[src/rtl/debug_pkg.sv]
// Shared constants and state encoding for the debug command decoder.
package debug_pkg;

  localparam logic [7:0] OP_SIGNAL  = 8'h01;
  localparam logic [7:0] OP_OK      = 8'h02;
  localparam logic [7:0] OP_PING    = 8'h03;
  localparam logic [7:0] OP_PAUSE   = 8'h04;
  localparam logic [7:0] OP_RESUME  = 8'h05;
  localparam logic [7:0] OP_NEXT    = 8'h06;
  localparam logic [7:0] OP_PROGRAM = 8'h07;
  localparam logic [7:0] OP_NONE    = 8'hFF;

  localparam logic [31:0] BP_DISABLED = 32'hFFFF_FFFF;

  typedef enum logic [1:0] {
    ST_IDLE  = 2'd0,
    ST_BP    = 2'd1,
    ST_PLEN  = 2'd2,
    ST_PWORD = 2'd3
  } state_t;

endpackage

[src/rtl/debug_cmd_decoder_if.sv]
// Byte stream from UART RX and the OK-byte handshake towards UART TX.
interface debug_cmd_decoder_if;
  logic [7:0] rx_data;
  logic       rx_valid;
  logic       ack_valid;
  logic [7:0] ack_data;
  logic       ack_ready;

  // master: UART side; slave: the decoder
  modport master (output rx_data, rx_valid, ack_ready, input ack_valid, ack_data);
  modport slave  (input rx_data, rx_valid, ack_ready, output ack_valid, ack_data);
endinterface

[src/rtl/debug_byte_assembler.sv]
// Collects little-endian bytes into a 32-bit word; word_next carries the
// completed word in the same cycle word_done is raised.
module debug_byte_assembler (
  input  logic        clk,
  input  logic        rst_n,
  input  logic        clr,
  input  logic        byte_valid,
  input  logic [7:0]  byte_in,
  input  logic [1:0]  last_idx,
  output logic [31:0] word_next,
  output logic        word_done
);

  logic [31:0] word;
  logic [1:0]  idx;

  always_comb begin
    word_next = word;
    word_next[{idx, 3'b000} +: 8] = byte_in;
    word_done = byte_valid && (idx == last_idx);
  end

  always_ff @(posedge clk or negedge rst_n) begin
    if (!rst_n) begin
      word <= '0;
      idx  <= '0;
    end else if (clr) begin
      word <= '0;
      idx  <= '0;
    end else if (byte_valid) begin
      if (word_done) begin
        word <= '0;
        idx  <= '0;
      end else begin
        word <= word_next;
        idx  <= idx + 2'd1;
      end
    end
  end

endmodule

[src/rtl/debug_cmd_decoder.sv]
// Host debug command decoder: pause/resume/step/ping/program-load.
// Optional payload timeout enabled by defining DEBUG_TIMEOUT_EN.
module debug_cmd_decoder
  import debug_pkg::*;
#(
  parameter int PROG_ADDR_W    = 14,
  parameter int TIMEOUT_CYCLES = 100000
) (
  input  logic                   clk,
  input  logic                   rst_n,
  debug_cmd_decoder_if.slave     bus,
  output logic                   cpu_pause,
  output logic                   step,
  output logic [31:0]            bp_addr,
  output logic                   prog_we,
  output logic [PROG_ADDR_W-1:0] prog_addr,
  output logic [31:0]            prog_data,
  output logic                   prog_busy,
  output logic                   cpu_rst_req,
  output logic                   abort
);

  state_t      state;
  logic [15:0] word_cnt;
  logic [15:0] word_total;
  logic        ack_valid;
  logic        tmo_hit;
  logic [31:0] word_next;
  logic        word_done;

  wire rx_valid = bus.rx_valid;
  wire in_payload = (state != ST_IDLE);

  assign bus.ack_valid = ack_valid;
  assign bus.ack_data  = OP_OK;

  debug_byte_assembler u_asm (
    .clk        (clk),
    .rst_n      (rst_n),
    .clr        (tmo_hit),
    .byte_valid (rx_valid && in_payload),
    .byte_in    (bus.rx_data),
    .last_idx   ((state == ST_PLEN) ? 2'd1 : 2'd3),
    .word_next  (word_next),
    .word_done  (word_done)
  );

`ifdef DEBUG_TIMEOUT_EN
  logic [31:0] tmo_cnt;

  // An arriving byte always beats an expiring counter.
  assign tmo_hit = in_payload && !rx_valid && (tmo_cnt == 32'(TIMEOUT_CYCLES - 1));

  always_ff @(posedge clk or negedge rst_n) begin
    if (!rst_n) begin
      tmo_cnt <= '0;
      abort   <= 1'b0;
    end else begin
      abort <= tmo_hit;
      if (!in_payload || rx_valid || tmo_hit) tmo_cnt <= '0;
      else                                    tmo_cnt <= tmo_cnt + 32'd1;
    end
  end
`else
  assign tmo_hit = 1'b0;
  assign abort   = 1'b0;
`endif

  always_ff @(posedge clk or negedge rst_n) begin
    if (!rst_n) begin
      state       <= ST_IDLE;
      cpu_pause   <= 1'b0;
      step        <= 1'b0;
      bp_addr     <= BP_DISABLED;
      prog_we     <= 1'b0;
      prog_addr   <= '0;
      prog_data   <= '0;
      prog_busy   <= 1'b0;
      cpu_rst_req <= 1'b0;
      ack_valid   <= 1'b0;
      word_cnt    <= '0;
      word_total  <= '0;
    end else begin
      step        <= 1'b0;
      prog_we     <= 1'b0;
      cpu_rst_req <= 1'b0;
      if (ack_valid && bus.ack_ready) ack_valid <= 1'b0;

      if (tmo_hit) begin
        state     <= ST_IDLE;
        prog_busy <= 1'b0;
      end else if (rx_valid) begin
        unique case (state)
          ST_IDLE: begin
            unique case (bus.rx_data)
              OP_PING:  ack_valid <= 1'b1;
              OP_PAUSE: cpu_pause <= 1'b1;
              OP_NEXT:  step      <= cpu_pause;
              OP_RESUME: state    <= ST_BP;
              OP_PROGRAM: begin
                cpu_pause <= 1'b1;
                prog_busy <= 1'b1;
                word_cnt  <= '0;
                state     <= ST_PLEN;
              end
              default: ;
            endcase
          end
          ST_BP: if (word_done) begin
            bp_addr <= word_next;
            if (!prog_busy) cpu_pause <= 1'b0;
            state   <= ST_IDLE;
          end
          ST_PLEN: if (word_done) begin
            if (word_next[15:0] == 16'd0) begin
              prog_busy   <= 1'b0;
              cpu_rst_req <= 1'b1;
              state       <= ST_IDLE;
            end else begin
              word_total <= word_next[15:0];
              state      <= ST_PWORD;
            end
          end
          ST_PWORD: if (word_done) begin
            prog_we   <= 1'b1;
            prog_addr <= PROG_ADDR_W'(word_cnt);
            prog_data <= word_next;
            word_cnt  <= word_cnt + 16'd1;
            if (word_cnt == word_total - 16'd1) begin
              prog_busy   <= 1'b0;
              cpu_rst_req <= 1'b1;
              state       <= ST_IDLE;
            end
          end
          default: state <= ST_IDLE;
        endcase
      end
    end
  end

endmodule

[src/flat_wrapper.sv]
// flat-port wrapper written by rule: the top's interface ports become plain ports
module debug_cmd_decoder_flat import debug_pkg::*;
#(
  parameter int PROG_ADDR_W    = 14,
  parameter int TIMEOUT_CYCLES = 100000
)
  (clk, rst_n, cpu_pause, step, bp_addr, prog_we, prog_addr, prog_data, prog_busy, cpu_rst_req, abort, bus_rx_data, bus_rx_valid, bus_ack_ready, bus_ack_valid, bus_ack_data);
  debug_cmd_decoder_if bus_i ();
  input  logic clk;
  input  logic rst_n;
  output logic cpu_pause;
  output logic step;
  output logic [31:0] bp_addr;
  output logic prog_we;
  output logic [PROG_ADDR_W-1:0] prog_addr;
  output logic [31:0] prog_data;
  output logic prog_busy;
  output logic cpu_rst_req;
  output logic abort;
  input wire logic [$bits(bus_i.rx_data)-1:0] bus_rx_data;
  input wire logic [$bits(bus_i.rx_valid)-1:0] bus_rx_valid;
  input wire logic [$bits(bus_i.ack_ready)-1:0] bus_ack_ready;
  output wire logic [$bits(bus_i.ack_valid)-1:0] bus_ack_valid;
  output wire logic [$bits(bus_i.ack_data)-1:0] bus_ack_data;
  assign bus_i.rx_data = bus_rx_data;
  assign bus_i.rx_valid = bus_rx_valid;
  assign bus_i.ack_ready = bus_ack_ready;
  assign bus_ack_valid = bus_i.ack_valid;
  assign bus_ack_data = bus_i.ack_data;
  debug_cmd_decoder #(.PROG_ADDR_W(PROG_ADDR_W), .TIMEOUT_CYCLES(TIMEOUT_CYCLES)) u_core (.clk(clk), .rst_n(rst_n), .bus(bus_i), .cpu_pause(cpu_pause), .step(step), .bp_addr(bp_addr), .prog_we(prog_we), .prog_addr(prog_addr), .prog_data(prog_data), .prog_busy(prog_busy), .cpu_rst_req(cpu_rst_req), .abort(abort));
endmodule
[config.mk]
export PLATFORM = sky130hd
export DESIGN_NAME = debug_cmd_decoder_flat
export DESIGN_NICKNAME = d
export VERILOG_FILES = /design/src/rtl/debug_pkg.sv /design/src/rtl/debug_cmd_decoder_if.sv /design/src/rtl/debug_byte_assembler.sv /design/src/rtl/debug_cmd_decoder.sv /design/src/flat_wrapper.sv
export SDC_FILE = /design/constraint.sdc
export NUM_CORES = 1
export LEC_CHECK = 0
export ABC_AREA = 1
export BUFFER_PORTS_ARGS = -buffer_cell sky130_fd_sc_hd__buf_4
export CORE_UTILIZATION = 58
export CTS_BUF_LIST = sky130_fd_sc_hd__clkbuf_4 sky130_fd_sc_hd__clkbuf_8 sky130_fd_sc_hd__clkbuf_16
export DETAILED_ROUTE_END_ITERATION = 6
export GPL_ROUTABILITY_DRIVEN = 1
export GPL_TIMING_DRIVEN = 0
export PLACE_DENSITY = 0.8
export SLEW_MARGIN = 10
export SYNTH_ARGS = -nofsm -noshare
export SYNTH_HDL_FRONTEND = slang
export SYNTH_SLANG_ARGS = --single-unit
[constraint.sdc]
create_clock -name clk -period 2.6 [get_ports clk]
set_clock_uncertainty 0.1 [all_clocks]
set_input_delay 0.26 -clock clk [delete_from_list [all_inputs] [get_ports clk]]
set_output_delay 0.26 -clock clk [all_outputs]
set_load 0.05 [all_outputs]
## Word level (Yosys, flattened, before mapping)

Index checks and enable logic that the tools add are counted.

- Logic and storage cells: 97
- Output and inout port bits: 93
- Register bits: 152
- Input bits: 12

- Mux-type cells: 40
- Shift-type cells: 2
- Add/sub/neg operators: 4
- Equal/unequal tests: 19
- Bitwise gates (word level): 1
- Reductions and logical operators: 17

Operators with widths:

| cell | count |
|---|---|
| $bwmux W32 | 1 |
| $eq A8 B3 Y1 const B | 4 |
| $mux W16 | 2 |
| $mux W32 | 1 |
| $pmux W16 S2 | 1 |
| $shift A8 B7 Y32 const A | 1 |
| $shiftx A8 B7 Y32 | 1 |
| $mux W1 | 23 |
| $add A16 B1 Y16 const B | 1 |
| $eq A16 B16 Y1 | 1 |
| $logic_not A16 Y1 | 1 |
| $sub A16 B1 Y16 const B | 1 |
| $mux W2 | 7 |
| $ne A2 B2 Y1 const B | 7 |
| $eq A8 B2 Y1 const B | 1 |
| $pmux W2 S4 | 1 |
| $reduce_and A4 Y1 | 2 |
| $neg A5 Y7 | 1 |
| $reduce_and A7 Y1 | 1 |
| $reduce_and A3 Y1 | 2 |
| $reduce_and A6 Y1 | 1 |
| $reduce_bool A2 Y1 | 3 |
| $reduce_and A5 Y1 | 1 |
| $eq A2 B2 Y1 const B | 2 |
| other kinds (13) | 16 |

## Logic depth before layout (Yosys ltp)

Gate-level depths: netlist of the first run.

- Depth in word-level cells: 8
- Gate-level depth with buffers: 19
- Depth with buffers taken out: 17

## Modules after synthesis

From an unflattened synthesis of the first run, not the netlist that was laid out.

- Cells, all modules: 985
- Area, all modules: 7800.0 um^2

Modules (own cells, without submodules):

| module | cells an instance | times used | area each (um^2) | sequential area each (um^2) |
|---|---|---|---|---|
| debug_cmd_decoder | 680 | 1 | 5681.7 | 2992.9 |
| debug_byte_assembler | 305 | 1 | 2118.3 | 850.8 |

## Least setup slack after synthesis of the first run

OpenSTA, ideal clock, no wires.

- Path kind: reg2reg
- Start point: register u_core.u_asm.idx[0]
- End point: register u_core.word_total[2]
- Clock period less this slack: 2.325 ns
- Arrival time: 2.107 ns
- Buffers on the path: 3
- Stages on the path, launching flop included: 17
- Path slack: 0.275 ns
- Required time: 2.382 ns
- Library setup time: 0.118 ns
- Path through: dfrtp_1 > buf_6 > inv_4 > ha_1 > nor2_4 > nand3_1 > nand2_1 > nor2_1 > nand2_1 > nor2_1 > nand2_1 > nand2_2 > or2_1 > buf_6 > buf_6 > nand2_2 > o21ai_2

- Longest elaborated chain between the ends: 6
- Elaborated cells between the ends (all ways): 9
- Classes of those cells: add/sub (1); eq/ne (1); shift (2); mux (1); bitwise (1); reduce/logical (3)

Ends and longest elaborated chain:

| what | line | text |
|---|---|---|
| start, declared | debug_byte_assembler.sv:15 | `logic [1:0] idx;` |
| start signal, assigned | debug_byte_assembler.sv:36 | `idx <= idx + 2'd1;` |
| $neg A5 Y7 | debug_byte_assembler.sv:19 | `word_next[{idx, 3'b000} +: 8] = byte_in;` |
| $shiftx A8 B7 Y32 or $shift A8 B7 Y32 (tied branches) | debug_byte_assembler.sv:19 |  |
| $bwmux W32 | debug_byte_assembler.sv:19 |  |
| $logic_not A16 Y1 | debug_cmd_decoder.sv:115 | `if (word_next[15:0] == 16'd0) begin` |
| $not A1 Y1 (no source line) | -- |  |
| $reduce_and A4 Y1 (no source line) | -- |  |
| end signal, assigned | debug_cmd_decoder.sv:120 | `word_total <= word_next[15:0];` |
| end, declared | debug_cmd_decoder.sv:25 | `logic [15:0] word_total;` |

Several ways; a longest one is shown, not always the timed one.
A chain may end at the register's enable or synchronous reset.

## Worst setup path after layout of the first run

- Start point: register u_core.u_asm.idx[0]
- End point: register u_core.word_total[11]

The elaborated chain is that of the path after synthesis.

==> results of run 1 <==
-- where the power goes --
group | switching, mW | total, mW | internal (mW)
Sequential | 0.290 | 3.20 | 2.91
Clock | 0.945 | 2.77 | 1.82
Combinational | 2.44 | 3.51 | 1.06
Total | 3.68 | 9.48 | 5.80
-- logic make-up after synthesis --
family | after synthesis | synth area share, %
buffers and inverters | 126 | 7.82
AND/OR/NAND/NOR | 394 | 22.8
XOR/XNOR | 24 | 2.87
adder cells (fa/ha/maj) | 7 | 1.15
flip-flops | 152 | 50.7
other | 2 | 0.0990
AO/OA/AOI/OAI | 192 | 14.6
-- placed cells by master (no fill, tap or decap), types with 6 or more instances in the layout --
cell type | Yosys | final
dfrtp_1 | 120 | 119
nor2_4 | 2 | 6
a41oi_1 | 7 | 7
nand3_1 | 30 | 26
a22oi_1 | 7 | 7
inv_1 | 68 | 67
buf_4 | 10 | 113
nor2_1 | 57 | 56
buf_2 | 10 | 10
buf_6 | 6 | 6
conb_1 | 2 | 9
nor2_2 | 10 | 7
o21ai_2 | 17 | 17
nor3_1 | 9 | 9
dfstp_2 | 32 | 32
nand3b_1 | 6 | 6
nand4_1 | 13 | 13
nand2_2 | 19 | 20
inv_2 | 8 | 9
clkbuf_16 | 0 | 17
clkbuf_1 | 20 | 20
nand2_1 | 236 | 235
o22ai_1 | 10 | 10
o21ai_0 | 103 | 103
o21ai_1 | 37 | 37
xor2_1 | 13 | 13
xnor2_1 | 10 | 10
-- per-stage QoR --
stage / area, sq um / std cells
finish: 9410 / 1215
global route: 9410 / 1215
CTS: 9280 / 1207
detailed placement: 8580 / 1172
global placement: 8540 / 1171
floorplan: 7610 / 904
-- cell type report --
cell class	count	area (sq um)	share of cell area [%]
inverters	77	302	3.20
flip-flops and latches	152	3840	40.8
repair buffers	107	836	8.88
clock buffers	24	497	5.28
plain buffers	49	302	3.20
clock inverters	8	169	1.79
well taps	172	215	2.29
multi-input cells	626	3250	34.5
-- path summary, 6_finish.rpt --
kind	from	cells past startpoint	end	slack (ns)
setup / recovery	u_core.u_asm.idx[0]	16	u_core.word_total[11]	0.05
max in group asynchronous	rst_n	3	u_core.bp_addr[12]	1.25
hold reg to reg	u_core.prog_addr[9]	2	u_core.prog_addr[9]	0.37
setup reg to reg	u_core.u_asm.idx[0]	16	u_core.word_total[11]	0.05
hold / removal	bus_rx_valid	3	u_core.step	0.04
min in group asynchronous	rst_n	2	u_core.prog_addr[10]	0.37
-- flip-flops by register name (all words and copies together) (netlist names) --
| register | count |
|---|---|
| u_core.bp_addr | 32 |
| u_core.bus.ack_valid | 1 |
| u_core.cpu_pause | 1 |
| u_core.cpu_rst_req | 1 |
| u_core.prog_addr | 14 |
| u_core.prog_busy | 1 |
| u_core.prog_data | 32 |
| u_core.prog_we | 1 |
| u_core.state | 2 |
| u_core.step | 1 |
| u_core.u_asm.idx | 2 |
| u_core.u_asm.word | 32 |
| u_core.word_cnt | 16 |
| u_core.word_total | 16 |
-- worst reg2reg max path: stages, from the launching register on --
cell and delay (ns):
dfrtp_1 0.40, buf_6 0.15, clkinv_8 0.08, ha_4 0.24, nor2_4 0.23, nand3_2 0.15
nand2_2 0.13, nor2_1 0.05, nand2_1 0.06, nor2_1 0.04, nand2_1 0.09, nand2_2 0.07
or2_1 0.22, buf_6 0.14, buf_6 0.15, nand2_2 0.08, o21ai_2 0.05
-- per-layer routing --
layer  GRT usage (%)  vias up  share of wire (%)
met3            6.43       63                5.8
met4            12.2        0                3.0
met5               0        -                  0
met2            51.9      277                 50
met1            39.6     3291                 41
li1                -     3199                  -
-- repair_timing --
| item | CTS | global route |
|---|---|---|
| pin swaps | 1 | 7 |
| gates resized for setup | 3 | 16 |
| setup endpoints to repair | 16 | 18 |
| hold buffers | 2 | 0 |
| setup buffers | 1 | 8 |
| endpoints found under the hold margin | 72 | 0 |
==> metrics.yaml, run 1 <==
global_route:
  grt_max_degree: 90
  grt_usage_pct: 31.0
  grt-ovfl-total: 0
  grt_first_pass_wirelength_microns: 31800
  first_global_vias: 6430
  antenna_found_initial: 0
synthesis:
  yosys_warnings: 0
  synth_top_area_cell: "dfrtp_1"
  netlist_instances: 897
  synth_top_cells_by_count: "236 x nand2_1, 120 x dfrtp_1, 103 x o21ai_0"
  synth_edf_count: 0
  synth.area.top_cells: "dfrtp_1 40%, nand2_1 12%, dfstp_2 11%"
  synth_area_sq_um: 7590
  async_reset_ff_share_pct: 100
  synth_most_common_cell: "nand2_1"
  syn_avg_cell_area_sq_um: 8.46
  netlist.area_leader.share_pct: 39.6
  yosysSeqAreaShare_pct: 50.7
  synth-seq-cells: 152
  netlist-cell-type-count: 41
  synth_ff_type: "dfrtp_1"
place:
  gp_congestion: 0.947
  dp_hpwl_microns: 13800
  dp_slack_ns: -0.0359
  port_buffers: 95
setup_path:
  crit_slowest_cell: "dfrtp_1"
  required_ns: 2.80
  cp-start-kind: "register"
  critical_path_buf_inv_count: 4
  max_stage_delay_ns: 0.40
  cp.arrival_ns: 2.75
  worstPathCellList: "buf_6 -> clkinv_8 -> ha_4 -> nor2_4 -> nand3_2 -> nand2_2 -> nor2_1 -> nand2_1 -> nor2_1 -> nand2_1 -> nand2_2 -> or2_1 -> buf_6 -> buf_6 -> nand2_2 -> o21ai_2"
  crit_path_max_fanout: 10
  end_kind: "register"
  worstSetupPathType: "register to register"
  cp_top_family: "simple AND/OR/NAND/NOR gates"
floorplan:
  die-area_sq_um: 13500
  start_util_pct: 59.9
  die_x_microns: 116
  rows: 41
  io_pins: 105
  die-height_microns: 116
  core-area_sq_um: 12700
timing:
  fmax_ghz: 0.393
  hold_viol: 0
  setup_viol: 0
  final.period_utilization_pct: 98.0
  period_minus_slack_ns: 2.55
  finalSetupTns_ns: 0
  slew_violations: 0
  hold-worst-slack_ns: 0.0363
  setup_ws_ns: 0.0523
  maxSlewHeadroom_pct: 56.8
  tightest_slew_ns: 0.648
detailed_routing:
  via_per_inst: 5.62
  ant_nets: 0
  vias: 6830
  routedWlPerCell_microns: 16.5
  drtPass1Iterations: 7
  drc: 0
  first_iter_violations: 596
  wl_microns: 20000
cells_and_area:
  drive_gt1_share_pct: 25.8
  fin_nets: 1049
  nFillCells: 928
  fin_util_pct: 74.3
  n_antenna_cell: 0
  area_delta_synth_final_pct: 24.0
cts:
  clkSinkCount: 152
  cts_made_buffers: 17
  clock_path_buffers: 2
  clock_latency_ns: 0.42
  clk_pin_slew_ns: 0.06
  tritoncts: "yes"
  htreeDepth: 4
  cts-root-buf: "clkbuf_16"
pwr:
  power_mw: 9.48
  power_density_nw_per_um2: 1010
  p_leak_nw: 4.51
  vdd_drop_max_mv: 0.720
min_path:
  hp-class: "input pin to register"
flow_run:
  cap_viol_max_count: 0
status:
  status: "finished clean"
Power figures use the tool's default switching activity.
==> run 2: changes to the inputs <==
--- a/config.mk
+++ b/config.mk
@@ -13,6 +13,7 @@
 export GPL_ROUTABILITY_DRIVEN = 1
 export GPL_TIMING_DRIVEN = 0
 export PLACE_DENSITY = 0.8
+export SETUP_SLACK_MARGIN = 0.15
 export SLEW_MARGIN = 10
 export SYNTH_ARGS = -nofsm -noshare
 export SYNTH_HDL_FRONTEND = slang
==> run 2 against run 1 <==
Cell count up 0.16%. Total power up 0.56%. Setup slack better by 0.073 ns. Largest power group unchanged. Die area unchanged. Hold slack worse by 0.0044 ns. Clock power about the same. Critical path type unchanged.
==> metrics.yaml, run 2 (synthesis gave the netlist of run 1 again) <==
detailed_routing:
  ant_nets: 0
  wl_microns: 20100
  drtPass1Iterations: 6
  via_per_inst: 5.59
  routedWlPerCell_microns: 16.5
  drc: 0
  vias: 6804
  first_iter_violations: 713
cts:
  htreeDepth: 4
  clock_path_buffers: 2
  cts-root-buf: "clkbuf_16"
  clock_latency_ns: 0.42
  clk_pin_slew_ns: 0.06
  cts_made_buffers: 17
  tritoncts: "yes"
  clkSinkCount: 152
timing:
  setup_viol: 0
  tightest_slew_ns: 0.654
  maxSlewHeadroom_pct: 56.4
  setup_ws_ns: 0.125
  slew_violations: 0
  period_minus_slack_ns: 2.47
  hold_viol: 0
  hold-worst-slack_ns: 0.0319
  final.period_utilization_pct: 95.2
  fmax_ghz: 0.404
  rsz0062_at_grt: "true"
setup_path:
  cp-start-kind: "register"
  cp.arrival_ns: 2.68
  required_ns: 2.80
  end_kind: "register"
  crit_path_max_fanout: 10
  worstReg2RegStart: "u_core.u_asm.idx[0]"
  worstSetupStartpoint: "u_core.u_asm.idx[0]"
  worstSetupPathType: "register to register"
global_route:
  grt_max_degree: 90
  first_global_vias: 6429
  grt_usage_pct: 31.2
  antenna_found_initial: 0
  grt_first_pass_wirelength_microns: 31900
  grt-ovfl-total: 0
cells_and_area:
  fin_util_pct: 74.7
  fin_nets: 1051
  layout_commonest_cell: "nand2_1"
  reg_top3: "u_core.bp_addr: 32 flops, u_core.prog_data: 32 flops, u_core.u_asm.word: 32 flops"
  final_cell_mix: "230 x nand2_1, 119 x dfrtp_1, 115 x buf_4"
  n_antenna_cell: 0
  drive_gt1_share_pct: 26.8
  final_cells: 1217
  area_delta_synth_final_pct: 24.8
  nFillCells: 921
place:
  dp_hpwl_microns: 13800
  dp_cells: 1172
  port_buffers: 95
  dp_slack_ns: -0.0359
  gp_congestion: 0.947
floorplan:
  start_util_pct: 59.9
  die_x_microns: 116
  io_pins: 105
  core-area_sq_um: 12700
  die-area_sq_um: 13500
  die-height_microns: 116
  rows: 41
pwr:
  power_density_nw_per_um2: 1010
  vdd_drop_max_mv: 0.751
  p_leak_nw: 4.52
flow_run:
  cap_viol_max_count: 0
status:
  status: "finished clean"
min_path:
  worstHoldStart: "bus_rx_valid"
  hp-class: "input pin to register"
[run 2: cell types whose count changed in the layout (fill, tap and decap cells not counted), moves of 2 or more]
cell | previous run | this run
nand2_2 | 20 | 25
buf_4 | 113 | 115
nand2_1 | 235 | 230
nor2_1 | 56 | 54
[run 2: area by class of cell]
cell class | instances | area [sq um] | share of cell area, %
Sequential cell | 152 | 3840 | 40.6
Multi-Input combinational cell | 626 | 3280 | 34.6
Timing Repair Buffer | 109 | 851 | 8.99
Clock buffer | 24 | 497 | 5.25
Buffer | 49 | 310 | 3.28
Inverter | 77 | 304 | 3.21
Tap cell | 172 | 215 | 2.27
Clock inverter | 8 | 169 | 1.78
[run 2: worst paths after layout]
| check | to | slack [ns] | cells past startpoint |
|---|---|---|---|
| worst max-delay path | u_core.word_total[10] | 0.13 | 19 |
| worst min-delay path | u_core.step | 0.03 | 3 |
| worst max register to register | u_core.word_total[10] | 0.13 | 19 |
| worst min register to register | u_core.prog_addr[9] | 0.37 | 2 |
| max in group asynchronous | u_core.bp_addr[12] | 1.25 | 3 |
| min in group asynchronous | u_core.prog_addr[10] | 0.36 | 2 |
[run 2: critical path: stages, from the launching register on]
cell,delay (ns)
dfrtp_1,0.37
buf_6,0.14
clkinv_8,0.08
ha_4,0.18
inv_4,0.08
buf_6,0.12
nand2_2,0.06
nor2_4,0.12
nand2_1,0.10
nand2_1,0.10
nor2_2,0.05
nand2_1,0.05
nor2_1,0.04
nand2_1,0.09
nand2_2,0.06
or2_1,0.23
buf_6,0.14
buf_12,0.14
nand2_2,0.06
o21ai_2,0.05
[run 2: per-stage QoR]
stage,instance area [sq um],total power [mW],TNS (ns)
after CTS,9340,9.31,0
after detailed placement,8580,6.42,-0.395
after floorplan,7610,5.50,0
after global routing,9470,9.96,0
final,9470,9.53,0
after global placement,8540,6.35,0
[run 2: where the power goes]
group | switching, mW | leakage (nW) | internal [mW]
combinational | 2.48 | 2.24 | 1.09
sequential | 0.277 | 1.95 | 2.91
clock | 0.942 | 0.332 | 1.82
[run 2: timing repair]
action                                 CTS  global route
endpoints found under the hold margin   72             0
setup endpoints to repair               18            20
hold buffers                             2             0
cloned                                   0             0
pin swaps                                1             8
setup buffers                            4             7
gates resized for setup                 12            20
[run 2: metal layers]
layer  GRT usage [%]  vias up  wire, microns
li1                -     3199              -
met1            39.7     3286           8230
met2            52.4      259          10200
met3            6.38       60           1200
met4            12.1        0            556
met5               0        -              0
